File: config.mk
export PLATFORM = sky130hd
export DESIGN_NAME = i2c_req_arbiter
export DESIGN_NICKNAME = d
export VERILOG_FILES = /design/src/rtl/i2c_arb_pkg.sv /design/src/rtl/rr_pick.sv /design/src/rtl/i2c_req_arbiter.sv
export SDC_FILE = /design/constraint.sdc
export NUM_CORES = 1
export LEC_CHECK = 0
export BUFFER_PORTS_ARGS = -buffer_cell sky130_fd_sc_hd__buf_2
export CAP_MARGIN = 20
export CORE_ASPECT_RATIO = 0.5
export CORE_MARGIN = 3
export CORE_UTILIZATION = 35
export DETAILED_ROUTE_END_ITERATION = 7
export PLACE_DENSITY = 0.65
export SLEW_MARGIN = 10
export SYNTH_ARGS = -nofsm -noshare
export SYNTH_HDL_FRONTEND = slang
export SYNTH_SLANG_ARGS = --single-unit
File: constraint.sdc
create_clock -name clk -period 6.1 [get_ports clk]
set_clock_uncertainty 0.15 [all_clocks]
set_input_delay 1.525 -clock clk [delete_from_list [all_inputs] [get_ports clk]]
set_output_delay 1.525 -clock clk [all_outputs]
set_load 0.02 [all_outputs]
File: src/rtl/i2c_arb_pkg.sv
// Shared definitions for the I2C request arbiter: FSM encoding, field widths
// and the default per-transaction watchdog limit.
package i2c_arb_pkg;

  localparam int unsigned DEV_W  = 8;
  localparam int unsigned REG_W  = 16;
  localparam int unsigned DATA_W = 8;

  localparam int unsigned DEFAULT_TIMEOUT_CYC = 32'd2_000_000;

  typedef enum logic [1:0] {
    S_IDLE = 2'd0,
    S_BUSY = 2'd1,
    S_DONE = 2'd2
  } arb_state_e;

endpackage

File: src/rtl/rr_pick.sv
// Combinational round-robin picker: first pending requester after the last
// grant, wrapping around; valid is low when nothing is pending.
module rr_pick #(
  parameter int unsigned NUM_REQ = 2
) (
  input  logic [NUM_REQ-1:0] pending,
  input  logic [1:0]         last,
  output logic [1:0]         winner,
  output logic               valid
);

  int rank;
  int best_rank;

  always_comb begin
    winner    = last;
    valid     = 1'b0;
    best_rank = int'(NUM_REQ);
    rank      = 0;
    for (int i = 0; i < int'(NUM_REQ); i++) begin
      // Distance from the slot just after the last grant; smallest wins.
      rank = (i + 2 * int'(NUM_REQ) - int'(last) - 1) % int'(NUM_REQ);
      if (pending[i] && rank < best_rank) begin
        best_rank = rank;
        winner    = 2'(i);
        valid     = 1'b1;
      end
    end
  end

endmodule

File: src/rtl/i2c_req_arbiter.sv
// Round-robin arbiter sharing one I2C master between NUM_REQ requesters, with a
// per-transaction watchdog that aborts a stalled master.
module i2c_req_arbiter import i2c_arb_pkg::*; #(
  parameter int unsigned NUM_REQ     = 2,
  parameter int unsigned TIMEOUT_CYC = DEFAULT_TIMEOUT_CYC
) (
  input  logic                      clk,
  input  logic                      rst_n,
  input  logic [NUM_REQ-1:0]        req_wr,
  input  logic [NUM_REQ-1:0]        req_rd,
  input  logic [DEV_W*NUM_REQ-1:0]  req_dev_addr,
  input  logic [REG_W*NUM_REQ-1:0]  req_reg_addr,
  input  logic [DATA_W*NUM_REQ-1:0] req_wdata,
  output logic [NUM_REQ-1:0]        req_ack,
  output logic                      req_err,
  output logic [DATA_W-1:0]         req_rdata,
  output logic                      i2c_write_req,
  output logic                      i2c_read_req,
  input  logic                      i2c_write_req_ack,
  input  logic                      i2c_read_req_ack,
  output logic [DEV_W-1:0]          i2c_slave_dev_addr,
  output logic [REG_W-1:0]          i2c_slave_reg_addr,
  output logic [DATA_W-1:0]         i2c_write_data,
  input  logic [DATA_W-1:0]         i2c_read_data,
  input  logic                      i2c_error,
  output logic [1:0]                grant_id,
  output logic                      busy,
  output logic                      timeout
);

  localparam logic [31:0] WdogLast = 32'(TIMEOUT_CYC - 1);

  arb_state_e          state_q;
  logic [31:0]         wdog_q;
  logic [1:0]          pick_id;
  logic                pick_valid;
  logic                sel_wr;
  logic [DEV_W-1:0]    sel_dev;
  logic [REG_W-1:0]    sel_reg;
  logic [DATA_W-1:0]   sel_wdata;
  logic [NUM_REQ-1:0]  grant_onehot;
  logic                master_ack;

  rr_pick #(
    .NUM_REQ(NUM_REQ)
  ) u_rr_pick (
    .pending(req_wr | req_rd),
    .last   (grant_id),
    .winner (pick_id),
    .valid  (pick_valid)
  );

  always_comb begin
    sel_wr       = 1'b0;
    sel_dev      = '0;
    sel_reg      = '0;
    sel_wdata    = '0;
    grant_onehot = '0;
    for (int i = 0; i < int'(NUM_REQ); i++) begin
      if (pick_id == 2'(i)) begin
        sel_wr    = req_wr[i];
        sel_dev   = req_dev_addr[i*DEV_W +: DEV_W];
        sel_reg   = req_reg_addr[i*REG_W +: REG_W];
        sel_wdata = req_wdata[i*DATA_W +: DATA_W];
      end
      grant_onehot[i] = (grant_id == 2'(i));
    end
  end

  // Only the ack matching the issued request type completes a transaction.
  assign master_ack = (i2c_write_req & i2c_write_req_ack) | (i2c_read_req & i2c_read_req_ack);
  assign busy       = (state_q != S_IDLE);

  always_ff @(posedge clk or negedge rst_n) begin
    if (!rst_n) begin
      state_q            <= S_IDLE;
      wdog_q             <= '0;
      grant_id           <= 2'(NUM_REQ - 1);
      i2c_write_req      <= 1'b0;
      i2c_read_req       <= 1'b0;
      i2c_slave_dev_addr <= '0;
      i2c_slave_reg_addr <= '0;
      i2c_write_data     <= '0;
      req_ack            <= '0;
      req_err            <= 1'b0;
      req_rdata          <= '0;
      timeout            <= 1'b0;
    end else begin
      req_ack <= '0;
      unique case (state_q)
        S_IDLE: begin
          if (pick_valid) begin
            state_q            <= S_BUSY;
            grant_id           <= pick_id;
            wdog_q             <= '0;
            i2c_slave_dev_addr <= sel_dev;
            i2c_slave_reg_addr <= sel_reg;
            i2c_write_data     <= sel_wdata;
            i2c_write_req      <= sel_wr;
            i2c_read_req       <= ~sel_wr;
          end
        end
        S_BUSY: begin
          if (master_ack) begin
            state_q       <= S_DONE;
            i2c_write_req <= 1'b0;
            i2c_read_req  <= 1'b0;
            req_rdata     <= i2c_read_data;
            req_err       <= i2c_error;
            req_ack       <= grant_onehot;
          end else if (wdog_q == WdogLast) begin
            state_q       <= S_DONE;
            i2c_write_req <= 1'b0;
            i2c_read_req  <= 1'b0;
            req_rdata     <= '0;
            req_err       <= 1'b1;
            req_ack       <= grant_onehot;
            timeout       <= 1'b1;
          end else begin
            wdog_q <= wdog_q + 32'd1;
          end
        end
        S_DONE:  state_q <= S_IDLE;
        default: state_q <= S_IDLE;
      endcase
    end
  end

endmodule

==> Yosys cells after proc, flatten, opt, wreduce, memory -nomap -nowiden <==
Cells that the tools add are included.
{ "word_totals": {"ff_bits": 82, "in_bits": 81, "out_inout_bits": 49, "wordCells": 83} }
{ "classes": {"add_sub_neg": 5, "order_cmp": 2, "n_eq_ne": 8, "mux": 34, "bitwise": 8, "reduce_logical": 14} }
{ "op_table": {"columns": ["operator", "count"], "rows": [
  ["32-bit two-way mux", 4],
  ["32-bit one-hot mux with 2 select lines", 1],
  ["32-bit by 2-bit subtractor with 32-bit output (second input constant)", 2],
  ["8-bit two-way mux", 6],
  ["32-bit by 1-bit adder with 32-bit output (second input constant)", 1],
  ["32-bit by 21-bit equality test with 1-bit output (second input constant)", 1],
  ["2-bit by 32-bit < comparator with 1-bit output", 1],
  ["16-bit two-way mux", 2],
  ["2-bit two-way mux", 8],
  ["1-bit two-way mux", 10],
  ["3-bit by 2-bit subtractor with 4-bit output (first input constant)", 2],
  ["2-bit by 1-bit equality test with 1-bit output (second input constant)", 3],
  ["2-bit zero test", 3],
  ["2-bit inequality test (second input constant)", 3],
  ["2-bit AND reduction", 3],
  ["3-bit AND reduction", 2],
  ["2-bit nonzero test", 3],
  ["1-bit AND", 4],
  ["1-bit one-hot mux with 2 select lines", 2],
  ["2-bit one-hot mux with 2 select lines", 1],
  ["4-bit AND reduction", 1],
  ["2-bit by 3-bit < comparator with 1-bit output (second input constant)", 1],
  ["3-bit inequality test (second input constant)", 1],
  ["1-bit logical AND", 2],
  ["other kinds (3)", 4]
]} }

==> Logic depth before layout (Yosys ltp) <==
Gate-level depths: netlist (run 1).
{ "depth": {"ltp_word": 15, "depth_mapped": 7, "mapped_depth_nobuf": 6} }

==> Hierarchy <==
Synthesis (run 1) repeated with hierarchy kept, for this count alone.
{ "unflattened": {"cells_unflattened": 409, "area_unflattened_um2": 4154.0} }
{ "by_module_without_submodules": {"columns": ["mod", "instances", "cells_each", "area_each_um2"], "rows": [
  ["i2c_req_arbiter", 1, 393, 4047.6],
  ["rr_pick", 1, 16, 106.4]
]} }

==> Worst setup path before layout (run 1) <==
No wires, ideal clock.
{ "synth_path": {"kind": "input -> register", "startpoint": "input i2c_write_req_ack", "endpoint": "register wdog_q[14]", "setup_time_ns": 0.119, "t_arrival_ns": 2.803, "slack_ns": 3.028, "path_stages": 6, "path_cell_list": "a22o_4 nor4_4 o21ai_1 buf_2 o31a_1 o21a_1"} }
{ "synth_between": {"elab_chain_len": 4} }
{ "synth_rtl": {"columns": ["item", "line", "text"], "rows": [
  ["start, declared", "i2c_req_arbiter.sv:19", "input logic i2c_write_req_ack,"],
  ["1-bit AND", "i2c_req_arbiter.sv:71", "assign master_ack = (i2c_write_req & i2c_write_req_ack) | (i2c_read_req & i2c_read_req_ack);"],
  ["1-bit OR", "i2c_req_arbiter.sv:71", null],
  ["2-bit inequality test (no line)", null, null],
  ["4-bit AND reduction (no line)", null, null],
  ["end signal, assigned", "i2c_req_arbiter.sv:120", "wdog_q <= wdog_q + 32'd1;"],
  ["end, declared", "i2c_req_arbiter.sv:34", "logic [31:0] wdog_q;"]
]} }
Every way passes these cells.
A chain may end at the register's enable or synchronous reset.

==> Worst setup path in the final report (run 1) <==
{ "layout_path": {"startpoint": "input req_rd[0]", "endpoint": "register i2c_slave_reg_addr[11]"} }
{ "layout_between": {"elab_chain_len": 9, "word_cells_on_any_way": 14, "cone_classes": "order compare (1); eq/ne (1); mux (7); bitwise (1); reduce/logical (4)"} }
{ "layout_rtl": {"columns": ["item", "line", "text"], "rows": [
  ["start, declared", "i2c_req_arbiter.sv:10", "input logic [NUM_REQ-1:0] req_rd,"],
  ["2-bit OR (*)", "i2c_req_arbiter.sv:47", ".pending(req_wr | req_rd),"],
  ["1-bit logical AND (*)", "rr_pick.sv:23", "if (pending[i] && rank < best_rank) begin"],
  ["32-bit two-way mux", "rr_pick.sv:23", null],
  ["2-bit by 32-bit < comparator with 1-bit output", "rr_pick.sv:23", null],
  ["1-bit logical AND", "rr_pick.sv:23", null],
  ["2-bit two-way mux", "rr_pick.sv:23", null],
  ["2-bit zero test", "i2c_req_arbiter.sv:60", "if (pick_id == 2'(i)) begin"],
  ["16-bit two-way mux (2 in series)", "i2c_req_arbiter.sv:60", null],
  ["end signal, assigned", "i2c_req_arbiter.sv:97", "i2c_slave_reg_addr <= sel_reg;"],
  ["end, declared", "i2c_req_arbiter.sv:22", "output logic [REG_W-1:0] i2c_slave_reg_addr,"]
]} }
Mark *: on every way between the ends. The rest lies on a longest branch, timed or not.

==> results.cfg, run 1 <==
[routing]
drc = 0
drt_iter0_drc = 173
wirelength_mm = 9.831
antenna_violating_nets_post_route = 0
detail_route.wl_per_cell_um = 14.85
router_iterations_before_antenna_repair = 4
via_cell_ratio = 5.211
vias = 3450

[job]
maxCapViolations = 0

[synthesis]
yosys_most_used_dff = sky130_fd_sc_hd__dfrtp_1
synth_area_leader_cell = sky130_fd_sc_hd__dfrtp_1
synth_edf_count = 0
synth-warning-count = 0
yosys.area.top_type_share_pct = 51.46
yosys.cell_count.top_type = sky130_fd_sc_hd__nor2_1
synth-async-reset-ratio_pct = 100.0
synth-seq-cells = 82
synth.net_count = 477
syn-cell-area_um2 = 3939
post_synth_main_area_contributors = sky130_fd_sc_hd__dfrtp_1 (51%), sky130_fd_sc_hd__nor2_1 (8.3%), sky130_fd_sc_hd__a221oi_1 (7.1%)
netlist_instances = 395
synth_sequential_area_ratio_pct = 52.13
synth_cell_types = 45
ys_top_cells_by_count = sky130_fd_sc_hd__nor2_1 (87), sky130_fd_sc_hd__dfrtp_1 (81), sky130_fd_sc_hd__a221oi_1 (32)
synth_area_per_cell_um2 = 9.972

[finish]
final_area_um2 = 5035
nets = 599
final-instance-count-excl-fill = 662
areaGrowthSynthToFinish_pct = 27.83
multi_input_logic_area_um2 = 1775
drive_above_1_share_pct = 31.23
register_area_um2 = 2053
n_antenna_cell = 0
fillerInstances = 1026

[critical_path]
timing.critical_path.from_type = input pin
slowest_stage = sky130_fd_sc_hd__nor2_1
worst-path-buf-inv = 2
critPathArrivalTime_ps = 3210
critPathCaptureType = register
worst-path-max-fanout = 19
crit_top_cell = sky130_fd_sc_hd__nor2_1
cp_required_ps = 6170
worst_path_largest_cell_delay_ps = 370
timing.setup.critical_path_class = in -> reg
crit_family = compound AO/OA/AOI/OAI gates
setup_slack_of_the_most_critical_reg_to_reg_path_ps = 3510
timing.critical_path.cells = buf_2 -> nor2_1 -> o21ai_0 -> o21a_1 -> buf_8 -> a221oi_1 -> nor2_1

[pwr]
power_leakage_nw = 2.256
power_per_standard_cell_area_nw_per_um2 = 448.7
vdd_ir_drop_max_mv = 0.1933

[clock_tree]
number_of_setup_buffers_added_after_cts = 0
clock_net_sink_count = 82
cts_tree = yes
insertion_delay_ps = 340
clk_transition_reported_paths_ps = 60
cts_hold_buffers = 0
cts-buffers-inserted = 9
cts.path.max_buffers = 2
number_of_h_tree_levels = 3
clock-root-buffer = sky130_fd_sc_hd__clkbuf_16
postCtsResizedCells = 0

[global_routing]
gr-usage-all-layers_pct = 16.65
grt_pass1_wl_mm = 16.90
pin_count_of_the_biggest_net_entering_global_routing = 83
antenna_violations_before_repair = 0
grt_pass1_vias = 3510
grt_remaining_overflow = 0

[placed_design]
detailedPlacementHpwl_mm = 6.893
dpl_cell_area_um2 = 4708
placedCellCount = 644
place.port_buffers = 129
place_congestion = 0.7837

[die]
core.rowCount = 26
floorplan.die.height_um = 81.01
floorplan.io_pins = 130
start_util_pct = 37.25
dieWidth_um = 156.0
floorplan.die_area_um2 = 12640
core_um2 = 10570

[sta]
rel_slew_slack_pct = 39.54
rsz0062_at_grt = no
setup-violations-final = 0
timing_hold_violations_final = 0
minimum_period_implied_by_the_final_worst_setup_slack_ps = 3136
tightest_slew_ps = 903.6
final.period_utilization_pct = 51.40
tns_ps = 0
slew_violations = 0
max_clock_freq_ghz = 0.3189

[hold_path]
worst_hold_path_type = reg -> reg

[outcome]
outcome = complete, no violations
[kinds of logic (layout without fill, tap and decap cells)]
logic type	count (synthesis)	count (layout)	synth area share, %
and+or+nand+nor	173	173	23.70
AOI/OAI and AO/OA	93	93	17.54
DFF	82	82	52.13
buffers and inverters	32	159	3.177
xor gates and xnor gates	13	13	2.891
adders and majority gates	1	1	0.3176
muxes	1	1	0.2541
[tightest hold or removal path, cell delays in order (launching register included)]
cell	delay, ps
sky130_fd_sc_hd__dfrtp_1	330
sky130_fd_sc_hd__inv_1	50
sky130_fd_sc_hd__o31ai_1	70
[layout by cell type (no fill, tap or decap), types with 3 or more instances in the layout]
cell | synthesis | final
sky130_fd_sc_hd__a21oi_1 | 14 | 12
sky130_fd_sc_hd__a221oi_1 | 32 | 32
sky130_fd_sc_hd__a22o_1 | 9 | 9
sky130_fd_sc_hd__and4_1 | 4 | 4
sky130_fd_sc_hd__buf_2 | 4 | 128
sky130_fd_sc_hd__buf_4 | 0 | 4
sky130_fd_sc_hd__clkbuf_16 | 0 | 9
sky130_fd_sc_hd__dfrtp_1 | 81 | 81
sky130_fd_sc_hd__inv_1 | 9 | 9
sky130_fd_sc_hd__nand2_1 | 15 | 15
sky130_fd_sc_hd__nand3_1 | 16 | 16
sky130_fd_sc_hd__nand4_1 | 10 | 10
sky130_fd_sc_hd__nor2_1 | 87 | 87
sky130_fd_sc_hd__nor3_1 | 6 | 6
sky130_fd_sc_hd__nor4_1 | 4 | 4
sky130_fd_sc_hd__nor4_4 | 4 | 4
sky130_fd_sc_hd__nor4b_1 | 3 | 3
sky130_fd_sc_hd__o211ai_1 | 5 | 5
sky130_fd_sc_hd__o21a_1 | 4 | 4
sky130_fd_sc_hd__o21ai_0 | 12 | 12
sky130_fd_sc_hd__o31ai_1 | 8 | 8
sky130_fd_sc_hd__or3_1 | 9 | 9
sky130_fd_sc_hd__xnor2_1 | 3 | 3
sky130_fd_sc_hd__xor2_1 | 10 | 10
[layer usage]
| layer | global-route usage (%) | routed length (um) | up-vias | part of all wire, % |
|---|---|---|---|---|
| li1 | - | - | 1703 | - |
| met1 | 22.44 | 4669 | 1654 | 47 |
| met2 | 26.81 | 4599 | 88 | 47 |
| met3 | 4.045 | 485 | 5 | 4.9 |
| met4 | 5.198 | 77 | 0 | 0.78 |
| met5 | 0 | 0 | - | 0 |
[per-stage QoR]
stage                     utilization [%]  hold slack [ps]  setup WS [ps]  power (W)
after floorplan                         -            333.8           3028   0.001449
after global placement              44.53            328.2           2406   0.001750
after detailed placement            44.53            327.2           2378   0.001762
after CTS                           47.22            341.0           2736   0.002281
after global routing                47.62            356.8           2809   0.002428
final                               47.62            340.3           2964   0.002259
[final cells by class]
type | count | share of cell area, %
timing repair buffer | 134 | 14.17
sequential | 82 | 40.78
multi-input combinational | 281 | 35.26
clock inverter | 3 | 0.4722
inverter | 9 | 0.6710
tap | 140 | 3.479
clock buffer | 13 | 5.169
[flip-flops by register name, indices dropped and copies added (netlist names)]
register            count
grant_id                2
i2c_read_req            1
i2c_slave_dev_addr      8
i2c_slave_reg_addr     16
i2c_write_data          8
i2c_write_req           1
req_ack                 2
req_err                 1
req_rdata               8
state_q                 2
timeout                 1
wdog_q                 32
[where the power goes]
group / total, W / internal, W / switching [W]
Sequential: 0.000803 / 0.000711 / 0.0000923
Clock: 0.000510 / 0.000300 / 0.000210
Combinational: 0.000946 / 0.000318 / 0.000629
[final timing paths]
check	cells past startpoint	from	end
max	7	req_rd[0]	i2c_slave_reg_addr[11]$_DFFE_PN0P_
min	2	timeout$_DFFE_PN0P_	timeout$_DFFE_PN0P_
max reg2reg	5	wdog_q[13]$_DFFE_PN0P_	i2c_read_req$_DFFE_PN0P_
min reg2reg	2	timeout$_DFFE_PN0P_	timeout$_DFFE_PN0P_
max in group asynchronous	2	rst_n	grant_id[0]$_DFFE_PN1P_
min in group asynchronous	1	rst_n	i2c_slave_reg_addr[13]$_DFFE_PN0P_
Note: power is estimated with default switching activity, not from simulation.
==> run 2: changes to the inputs <==
Settings changed: PLACE_DENSITY 0.65 to 0.67.
Clock period 6.1 ns to 2.6 ns, I/O delays scaled along.
==> run 2 against run 1 <==
  * Cell count grew 1.5%
  * Die area unchanged
  * Sequential share of layout area fell by 0.79 points
  * Register-to-register slack lost 3300 ps
  * Setup slack got worse by 2700 ps
  * Sequential power rose by 140%
  * Clock-buffer cell count grew 1
  * Clock power grew to 2.7 times the previous value
==> results.cfg, run 2 (same netlist as run 1, synthesis figures left out) <==
[routing]
drt_iter0_drc = 143
drc = 0
antenna_violating_nets_post_route = 0
wirelength_mm = 9.642
vias = 3453
via_cell_ratio = 5.138
detail_route.wl_per_cell_um = 14.35
router_iterations_before_antenna_repair = 4

[sta]
final.period_utilization_pct = 91.71
rsz0062_at_grt = yes
setup-violations-final = 0
hold_ws_ps = 109.3
minimum_period_implied_by_the_final_worst_setup_slack_ps = 2384
rel_slew_slack_pct = 50.06
tightest_slew_ps = 746.4
max_clock_freq_ghz = 0.4194
timing_hold_violations_final = 0
slew_violations = 0

[global_routing]
antenna_violations_before_repair = 0
grt_pass1_vias = 3231
pin_count_of_the_biggest_net_entering_global_routing = 37
grt_remaining_overflow = 0
grt_pass1_wl_mm = 16.39
gr-usage-all-layers_pct = 16.24

[hold_path]
worst_hold_path_type = in -> async

[finish]
reg_top3 = wdog_q: 32 flops, i2c_slave_reg_addr: 16 flops
register_area_um2 = 2053
nets = 609
mostFrequentLayoutCell = sky130_fd_sc_hd__buf_2
areaGrowthSynthToFinish_pct = 30.37
layout.cells.most_common_list = sky130_fd_sc_hd__buf_2 (128), sky130_fd_sc_hd__nor2_1 (87), sky130_fd_sc_hd__dfrtp_1 (81)
n_antenna_cell = 0
drive_above_1_share_pct = 32.33
final_area_um2 = 5135
fillerInstances = 1025
largest_register_ffs = 32
multi_input_logic_area_um2 = 1775
largest_register = wdog_q

[placed_design]
detailedPlacementHpwl_mm = 7.176
place_congestion = 0.8105
dpl_cell_area_um2 = 4811
place.port_buffers = 129

[clock_tree]
cts_tree = yes
number_of_h_tree_levels = 3
insertion_delay_ps = 340
cts.path.max_buffers = 2
number_of_setup_buffers_added_after_cts = 0
clk_transition_reported_paths_ps = 60
cts-buffers-inserted = 9
cts_hold_buffers = 0
clock_net_sink_count = 82
postCtsResizedCells = 0
clock-root-buffer = sky130_fd_sc_hd__clkbuf_16

[critical_path]
setup_slack_of_the_most_critical_reg_to_reg_path_ps = 220
timing.critical_path.from_type = register
critPathArrivalTime_ps = 2430
timing.setup.critical_path_class = reg -> reg
cp_required_ps = 2650
critPathCaptureType = register
worst-path-max-fanout = 6
critPathLaunch = wdog_q[7]$_DFFE_PN0P_
r2r-start = wdog_q[7]$_DFFE_PN0P_

[job]
maxCapViolations = 0

[die]
floorplan.io_pins = 130
floorplan.die_area_um2 = 12640
core.rowCount = 26
floorplan.die.height_um = 81.01
dieWidth_um = 156.0
start_util_pct = 37.25
core_um2 = 10570

[outcome]
outcome = complete, no violations

[pwr]
power_leakage_nw = 2.326
vdd_ir_drop_max_mv = 0.5133
power_per_standard_cell_area_nw_per_um2 = 1074
## run 2: critical path, cell delays in order (launching register included)
cell and delay (ps):
sky130_fd_sc_hd__dfrtp_1 480, sky130_fd_sc_hd__nor4b_1 380, sky130_fd_sc_hd__nand4_1 310, sky130_fd_sc_hd__o31ai_1 660, sky130_fd_sc_hd__nand3b_1 200, sky130_fd_sc_hd__a21oi_1 70
## run 2: layer usage
layer | routed length (um) | global-route usage [%] | vias to the layer above
met4 | 104 | 4.758 | 0
li1 | - | - | 1723
met1 | 4564 | 22.82 | 1629
met5 | 0 | 0 | -
met3 | 551 | 4.204 | 9
met2 | 4421 | 24.87 | 92
## run 2: report_power, final
group          leakage, nW  switching, W  internal (W)
registers             1.02      0.000228       0.00167
clock network        0.157      0.000484      0.000895
logic                 1.15       0.00146      0.000780
## run 2: final cells by class
type                       instances  area share, %
multi-input combinational        281          34.58
timing repair buffer             144          15.06
sequential                        82          39.99
inverter                           9         0.6579
tap                              140          3.411
clock inverter                     2          1.170
clock buffer                      14          5.141
## run 2: through the flow
step | setup TNS [ps] | power (W) | util, % | cells | setup WS (ps)
after floorplan | 0 | 0.003400 | - | 395 | 403.4
after global placement | 0 | 0.004163 | 45.50 | 656 | 146.6
after detailed placement | 0 | 0.004192 | 45.50 | 656 | 85.65
after CTS | 0 | 0.005596 | 48.57 | 672 | 246.8
after global routing | -85.04 | 0.005908 | 48.57 | 672 | -48.37
final | 0 | 0.005516 | 48.57 | 672 | 215.6
## run 2: final timing paths
| kind | to | cells after the start |
|---|---|---|
| min in group clk | timeout$_DFFE_PN0P_ | 2 |
| worst min-delay path | i2c_slave_reg_addr[10]$_DFFE_PN0P_ | 1 |
| worst min register to register | timeout$_DFFE_PN0P_ | 2 |
| max in group asynchronous | grant_id[0]$_DFFE_PN1P_ | 2 |
| worst max register to register | wdog_q[13]$_DFFE_PN0P_ | 5 |
| worst max-delay path | wdog_q[13]$_DFFE_PN0P_ | 5 |
==> run 3: changes to the inputs <==
Settings changed: CORE_UTILIZATION 35 to 45, PLACE_DENSITY 0.67 to 0.81.
==> run 3 against run 2 <==
  * Sequential share of layout area increased by 0.14 points
  * Hold slack got worse by 21 ps
  * Global-route usage increased by 4.5 points
  * Critical path depth unchanged
  * Routed wire length increased by 3.0%
  * Critical path type unchanged
==> results.cfg, run 3 (same netlist as run 1, synthesis figures left out) <==
[global_routing]
gr-usage-all-layers_pct = 20.72
groute.layer.met3.usage_pct = 6.583
pin_count_of_the_biggest_net_entering_global_routing = 34
grt_pass1_wl_mm = 16.68
grt_util_met2_pct = 34.56
grt.met1_usage_pct = 25.83
grt_remaining_overflow = 0
antenna_violations_before_repair = 0
grt_pass1_vias = 3453
top_usage_layer = met2

[sta]
max_clock_freq_ghz = 0.4401
final.period_utilization_pct = 87.40
tns_ps = 0
rel_slew_slack_pct = 46.61
tightest_slew_ps = 797.9
slew_violations = 0
minimum_period_implied_by_the_final_worst_setup_slack_ps = 2272
final_critical_path_setup_slack_ps = 327.7
timing_hold_violations_final = 0
setup-violations-final = 0
rsz0062_at_grt = no

[placed_design]
dpl_cell_area_um2 = 4788
place_congestion = 0.9200
place.port_buffers = 129
detailedPlacementHpwl_mm = 7.290
place_worst_setup_slack_ps = 176.7

[die]
dieWidth_um = 138.3
core.rowCount = 23
floorplan.die.height_um = 72.16
start_util_pct = 47.69
floorplan.die_area_um2 = 9980
floorplan.io_pins = 130
core_um2 = 8259

[clock_tree]
clk_transition_reported_paths_ps = 60
cts_tree = yes
number_of_h_tree_levels = 3
clock-root-buffer = sky130_fd_sc_hd__clkbuf_16
clock_net_sink_count = 82
cts.path.max_buffers = 2
cts-buffers-inserted = 9
insertion_delay_ps = 340

[finish]
final_area_um2 = 5117
drive_above_1_share_pct = 32.77
layout.cells.most_common_list = sky130_fd_sc_hd__buf_2 (128), sky130_fd_sc_hd__nor2_1 (87), sky130_fd_sc_hd__dfrtp_1 (81)
nets = 609
largest_register = wdog_q
mostFrequentLayoutCell = sky130_fd_sc_hd__buf_2
n_antenna_cell = 0
reg_top3 = wdog_q: 32 flops, i2c_slave_reg_addr: 16 flops
largest_register_ffs = 32
areaGrowthSynthToFinish_pct = 29.92

[outcome]
outcome = complete, no violations

[critical_path]
cp_required_ps = 2670
worst-path-max-fanout = 12
r2r-start = wdog_q[8]$_DFFE_PN0P_
rr_worst_depth = 5
timing.setup.critical_path_class = reg -> reg
setup_slack_of_the_most_critical_reg_to_reg_path_ps = 330
timing.critical_path.cells = nor4b_1 -> nand4_1 -> nor3_1 -> nor2_1 -> a22o_1
critPathCaptureType = register
slowest_stage = sky130_fd_sc_hd__nor4b_1
critPathArrivalTime_ps = 2340
timing.critical_path.from_type = register
worst_path_largest_cell_delay_ps = 500
rr_endpoint = req_rdata[3]$_DFFE_PN0P_
critPathLaunch = wdog_q[8]$_DFFE_PN0P_

[routing]
via_cell_ratio = 5.546
drt_iter0_drc = 220
detail_route.wl_per_cell_um = 15.44
wirelength_mm = 9.928
vias = 3566
antenna_violating_nets_post_route = 0
router_iterations_before_antenna_repair = 4
drc = 0

[hold_path]
worst_hold_path_type = in -> async

[job]
maxCapViolations = 0

[pwr]
power_per_standard_cell_area_nw_per_um2 = 1078
power_leakage_nw = 2.330
vdd_ir_drop_max_mv = 0.5793
[run 3: cell type report]
class / instances / area (um2)
clock buffers: 13 / 260.3
clock inverters: 2 / 60.06
fillers: 673 / 3142
inverters: 9 / 33.78
multi-input cells: 281 / 1784
flip-flops and latches: 82 / 2053
well taps: 112 / 140.1
repair buffers: 144 / 785.8
[run 3: per-layer routing]
| metal | up-vias | part of all wire, % | wire (um) |
|---|---|---|---|
| met5 | - | 0 | 0 |
| met4 | 0 | 1.1 | 111 |
| met3 | 14 | 6.3 | 622 |
| met2 | 100 | 49 | 4833 |
| met1 | 1729 | 44 | 4360 |
| li1 | 1723 | - | - |
[run 3: where the power goes]
part	total (W)	switching, W	internal [W]
Combinational	0.00227	0.00147	0.000793
Clock	0.00136	0.000467	0.000888
Sequential	0.00189	0.000223	0.00167
[run 3: timing repair]
item                                    4_1_cts  5_1_grt
hold buffers                                  0        0
endpoints found under the setup margin        0        5
gates resized for setup                       0        2
buffers inserted                              0        0
[run 3: worst max-delay path by stage]
stage / endpoint / cells past startpoint / slack (ps)
floorplan: wdog_q[14]$_DFFE_PN0P_ / 6 / 400
global placement: wdog_q[24]$_DFFE_PN0P_ / 7 / 250
detailed placement: wdog_q[22]$_DFFE_PN0P_ / 6 / 180
CTS: wdog_q[12]$_DFFE_PN0P_ / 5 / 220
global route: req_rdata[2]$_DFFE_PN0P_ / 5 / 110
finish: req_rdata[3]$_DFFE_PN0P_ / 5 / 330
[run 3: per-stage QoR]
| stage | power, W | hold WS [ps] | util (%) | instances |
|---|---|---|---|---|
| global placement | 0.004137 | 329.0 | 57.98 | 628 |
| detailed placement | 0.004206 | 332.4 | 57.98 | 628 |
| global route | 0.005875 | 109.8 | 61.96 | 643 |
| CTS | 0.005569 | 94.25 | 61.85 | 643 |
| floorplan | 0.003400 | 204.4 | - | 395 |
| finish | 0.005515 | 88.21 | 61.96 | 643 |
[run 3: critical path, delay by kind of cell, from the launching register on]
family | cells | cell delay [ps]
flops | 1 | 450
compound gates | 1 | 270
simple gates | 4 | 1290
